File: src/rtl/distribute_1x2_sched.sv
// distribute_1x2_sched: buffers tagged words and issues them to a 1x2 switch under per-branch credits
module distribute_1x2_sched #(
   parameter int DATA_WIDTH     = 32,
   parameter int COMMMAND_WIDTH = 2,
   parameter int FIFO_DEPTH     = 4,
   parameter int CREDIT_MAX     = 4,
   parameter bit ALLOW_SPLIT    = 1'b1
) (
   input  logic                             clk,
   input  logic                             rst,
   input  logic                             i_valid,
   output logic                             o_ready,
   input  logic [DATA_WIDTH-1:0]            i_data_bus,
   input  logic [1:0]                       i_dest,
   input  logic [1:0]                       i_credit_return,
   output logic                             o_sw_valid,
   output logic [DATA_WIDTH-1:0]            o_sw_data_bus,
   output logic                             o_sw_en,
   output logic [COMMMAND_WIDTH-1:0]        o_sw_cmd,
   output logic [$clog2(CREDIT_MAX+1)-1:0]  o_credit_hi,
   output logic [$clog2(CREDIT_MAX+1)-1:0]  o_credit_lo,
   output logic                             o_credit_err
);
   localparam int PW = $clog2(FIFO_DEPTH);
   localparam int AW = PW + 1;
   localparam int CW = $clog2(CREDIT_MAX + 1);
   localparam logic [CW-1:0] CMAX = CW'(CREDIT_MAX);
   localparam logic [AW-1:0] DEPTH = AW'(FIFO_DEPTH);

   typedef enum logic [1:0] {IDLE, ISSUE, SPLIT} state_t;

   logic [DATA_WIDTH+1:0] mem [FIFO_DEPTH];
   logic [AW-1:0] wptr, rptr, count;
   logic [PW-1:0] nxt;
   state_t state;
   logic [1:0] rem, grant, iss;
   logic push, fire, split;

   // Saturating credit update; a return at the ceiling is swallowed (and flagged elsewhere)
   function automatic logic [CW-1:0] cnext(input logic [CW-1:0] c, input logic i, input logic r);
      return (r && !i && c == CMAX) ? c : c - CW'(i) + CW'(r);
   endfunction

   assign count = wptr - rptr;
   assign nxt   = rptr[PW-1:0] + PW'(1);
   assign push  = i_valid && o_ready && i_dest != 2'b00;
   assign grant = rem & {o_credit_hi != '0, o_credit_lo != '0};
   assign fire  = state != IDLE && grant == rem;
   assign split = ALLOW_SPLIT && state == ISSUE && rem == 2'b11 && grant != 2'b00 && !fire;
   assign iss   = fire ? rem : split ? grant : 2'b00;

   // Buffer storage: {payload, dest}; contents need no reset since pointers gate every read
   always_ff @(posedge clk)
      if (push) mem[wptr[PW-1:0]] <= {i_data_bus, i_dest};

   // Pointers, credits, registered switch outputs and the IDLE/ISSUE/SPLIT scheduler
   always_ff @(posedge clk or negedge rst)
      if (!rst) begin
         wptr          <= '0;
         rptr          <= '0;
         o_ready       <= 1'b0;
         state         <= IDLE;
         rem           <= 2'b00;
         o_sw_valid    <= 1'b0;
         o_sw_en       <= 1'b0;
         o_sw_cmd      <= '0;
         o_sw_data_bus <= '0;
         o_credit_hi   <= CMAX;
         o_credit_lo   <= CMAX;
         o_credit_err  <= 1'b0;
      end else begin
         wptr          <= wptr + AW'(push);
         rptr          <= rptr + AW'(fire);
         o_ready       <= !(count == DEPTH || (push && count == DEPTH - AW'(1)));
         o_sw_valid    <= iss != 2'b00;
         o_sw_en       <= iss != 2'b00;
         o_sw_cmd      <= COMMMAND_WIDTH'(iss);
         o_sw_data_bus <= iss != 2'b00 ? mem[rptr[PW-1:0]][DATA_WIDTH+1:2] : '0;
         o_credit_hi   <= cnext(o_credit_hi, iss[1], i_credit_return[1]);
         o_credit_lo   <= cnext(o_credit_lo, iss[0], i_credit_return[0]);
         o_credit_err  <= o_credit_err
                          || (i_credit_return[1] && !iss[1] && o_credit_hi == CMAX)
                          || (i_credit_return[0] && !iss[0] && o_credit_lo == CMAX);
         if (state == IDLE) begin
            if (count != '0) begin
               state <= ISSUE;
               rem   <= mem[rptr[PW-1:0]][1:0];
            end
         end else if (fire) begin
            state <= count > AW'(1) ? ISSUE : IDLE;
            rem   <= mem[nxt][1:0];
         end else if (split) begin
            state <= SPLIT;
            rem   <= rem & ~grant;
         end
      end
endmodule

File: config.mk
export PLATFORM = sky130hd
export DESIGN_NAME = distribute_1x2_sched
export DESIGN_NICKNAME = d
export VERILOG_FILES = /design/src/rtl/distribute_1x2_sched.sv
export SDC_FILE = /design/constraint.sdc
export NUM_CORES = 1
export LEC_CHECK = 0
export CAP_MARGIN = 10
export CORE_ASPECT_RATIO = 1.2
export CORE_MARGIN = 4
export CORE_UTILIZATION = 36
export CTS_CLUSTER_SIZE = 12
export DETAILED_ROUTE_END_ITERATION = 8
export MAX_ROUTING_LAYER = met4
export PLACE_DENSITY = 0.54
export RECOVER_POWER = 25
export SYNTH_ARGS = -nofsm -noshare
export SYNTH_HDL_FRONTEND = slang
export SYNTH_SLANG_ARGS = --single-unit
File: constraint.sdc
create_clock -name clk -period 7.46 [get_ports clk]
set_input_delay 1.492 -clock clk [delete_from_list [all_inputs] [get_ports clk]]
set_output_delay 1.492 -clock clk [all_outputs]
set_load 0.02 [all_outputs]
==> metrics.yaml <==
power:
  powerDensity_mw_per_mm2: 424
  p_total_w: 0.00379
  leakagePower_nw: 3.16
  ir_drop_mv: 0.218
sta:
  drv_slew: 92
  slew_headroom_pct: -112
  fmax_mhz: 244
  period_needed_ns: 4.09
  min_period_over_period_pct: 54.9
  setup_tns_ns: 0
  fin_skew_ns: 0.00913
  finalSetupViolCount: 0
  hold_viol_final: 0
  whs_ns: 0.479
  rsz0062_at_grt: "false"
  worst_pin_slew_ns: 3.18
yosys:
  ys_seq_area_share_pct: 75.2
  ys_types: 42
  syn-num-nets: 416
  synth.area.top_cells: "edfxtp_1 57%, dfrtp_1 18%, mux4_2 11%"
  synth-edff-count: 136
  ys_ff_latch: 189
  avgSynthCellArea_sq_um: 19.7
  ys_async_sr_fraction_pct: 28.0
  synthCells: 365
  synth_top_area_share_pct: 56.7
  netlist_area_sq_mm: 0.00720
  yosys.area.top_type: "edfxtp_1"
  synthFlopType: "edfxtp_1"
  synth_warnings: 0
clocking:
  path_clk_slew_ns: 0.07
  cts.path.max_buffers: 2
  cts_root_buf: "clkbuf_16"
  worst_skew_pair.late_latency_ns: 0.42
  post_cts_buffers: 0
  cts.sinks: 189
  hold_buffers: 0
  cts_resized: 0
  h-tree-depth: 4
  cts_tree: "yes"
  cts_made_buffers: 17
floorplan:
  die_height_um: 163
  pin_count: 83
  core_sq_mm: 0.0196
  chipWidth_um: 137
  row_count: 56
  dieArea_sq_mm: 0.0223
  start_util_pct: 36.7
place:
  io_buffers: 82
  hpwl_um: 7820
  gp_congestion: 0.723
layout:
  fillers: 1699
  nets: 509
  drive_gt1_share_pct: 18.9
  seq_area_sq_mm: 0.00542
  multiInputGateArea_sq_mm: 0.00167
  syn2layout_area_growth_pct: 24.0
  antenna_cells: 0
worst_setup_path:
  cp_cell_sequence: "buf_2 > clkbuf_1"
  start_kind: "primary input"
  slowest_stage: "clkbuf_1"
  cp_num_buf_inv: 2
  critPathKind: "in2async"
  endpoint_kind: "async pin"
  cp.required_ns: 7.09
  critical_path.max_stage_delay_ns: 2.13
  cp_max_fo: 53
  cp.arrival_ns: 3.72
  path_delay_family: "buffers and inverters"
global_routing:
  antenna_found_initial: 0
  grt_overflow: 0
  grt_max_degree: 54
  grt_util_all_layers_pct: 12.6
  grt_pass1_wl_um: 20100
  grt_pass1_vias: 3727
job:
  maxCapViolations: 2
hold_path:
  hold_class: "reg2reg"
route:
  vias_per_cell: 4.69
  drc: 0
  detail-route-antenna-nets: 0
  dr_total_vias: 3435
  routedWlPerCell_um: 17.5
  routed_wl_um: 12800
  first_pass_iters: 4
  first_iter_violations: 211
run_status:
  violations: "max-capacitance violations, max-slew violations"
  outcome: "complete, but fails checks"
per-stage QoR:
stage                     instance area (sq um)  worst slack (ns)  std cells  util, %
after floorplan                            7200              3.00        365        -
after global placement                     8320              3.77        700     42.4
after detailed placement                   8320              3.76        700     42.4
after CTS                                  8950              4.17        732     45.6
after global routing                       8930              2.49        732     45.5
final                                      8930              3.37        732     45.5
state kept, by name, summed over array words and instances, names as in the netlist, 3 cells and up:
signal	cells
mem	136
o_credit_lo	3
o_credit_hi	3
wptr	3
rptr	3
o_sw_data_bus	32
cells in the final DEF, fill, tap and decap left out, types with 2 or more instances in the layout:
cell,count
mux2_2,2
o22ai_1,2
dlygate4sd3_1,25
inv_1,14
nor2_1,6
dfrtp_2,2
and3_2,2
o21ai_0,2
edfxtp_1,136
inv_6,5
clkbuf_1,2
nor2b_1,35
nand2_1,10
nand2b_1,4
dfrtp_1,49
fa_1,3
xor2_1,5
a31oi_1,2
xnor2_1,3
or3_1,2
clkdlybuf4s50_1,56
clkinv_4,2
mux4_2,35
clkbuf_16,17
a21oi_1,8
bufinv_16,3
ha_1,9
nor3_2,4
buf_4,3
inv_8,3
layout make-up:
cell class | instances | area share (%)
tap | 261 | 3.66
sequential | 189 | 60.7
clock buffer | 17 | 4.76
timing repair buffer | 87 | 9.47
multi-input combinational | 149 | 18.7
inverter | 14 | 0.589
clock inverter | 15 | 2.21
report_power, final:
part | internal, W | total [W] | switching, W
Combinational | 0.000643 | 0.00129 | 0.000651
Clock | 0.000540 | 0.000941 | 0.000400
Sequential | 0.00139 | 0.00155 | 0.000156
Total | 0.00258 | 0.00379 | 0.00121
cells in the mapped netlist (all sizes together), types with 3 or more instances:
library cell / instances
nor2: 7
nor2b: 35
nand2b: 4
buf: 11
xor2: 5
fa: 3
dfrtp: 51
ha: 9
a21oi: 9
edfxtp: 136
xnor2: 3
mux4: 36
nor3: 5
inv: 14
nand2: 11
layer usage:
| layer | part of all wire [%] | GRT usage, % | wire length, um |
|---|---|---|---|
| met1 | 41 | 14.6 | 5240 |
| met2 | 55 | 21.3 | 7000 |
| met3 | 2.9 | 2.97 | 369 |
| met4 | 1.5 | 4.90 | 191 |
| met5 | 0 | - | 0 |
worst paths after layout:
path	endpoint	depth (start not counted)	slack, ns	startpoint
setup reg to reg	rem[1]$_DFFE_PN0P_	5	3.53	rptr[0]$_DFF_PN0_
hold reg to reg	o_credit_err$_DFF_PN0_	1	0.48	o_credit_err$_DFF_PN0_
min in group asynchronous	o_sw_data_bus[28]$_DFF_PN0_	2	2.16	rst
hold / removal	o_credit_err$_DFF_PN0_	1	0.48	o_credit_err$_DFF_PN0_
max in group clk	rem[1]$_DFFE_PN0P_	5	3.53	rptr[0]$_DFF_PN0_
setup / recovery	rptr[0]$_DFF_PN0_	2	3.37	rst
cells by family after synthesis:
logic type | count (synthesis) | share of synthesized area [%]
xor+xnor | 8 | 0.973
buf+inv | 27 | 1.84
compound gates | 20 | 1.88
fa+ha+maj | 12 | 2.40
simple gates | 71 | 6.12
flops | 189 | 75.2
mux | 38 | 11.6
Note: power is estimated with default switching activity, not from simulation.
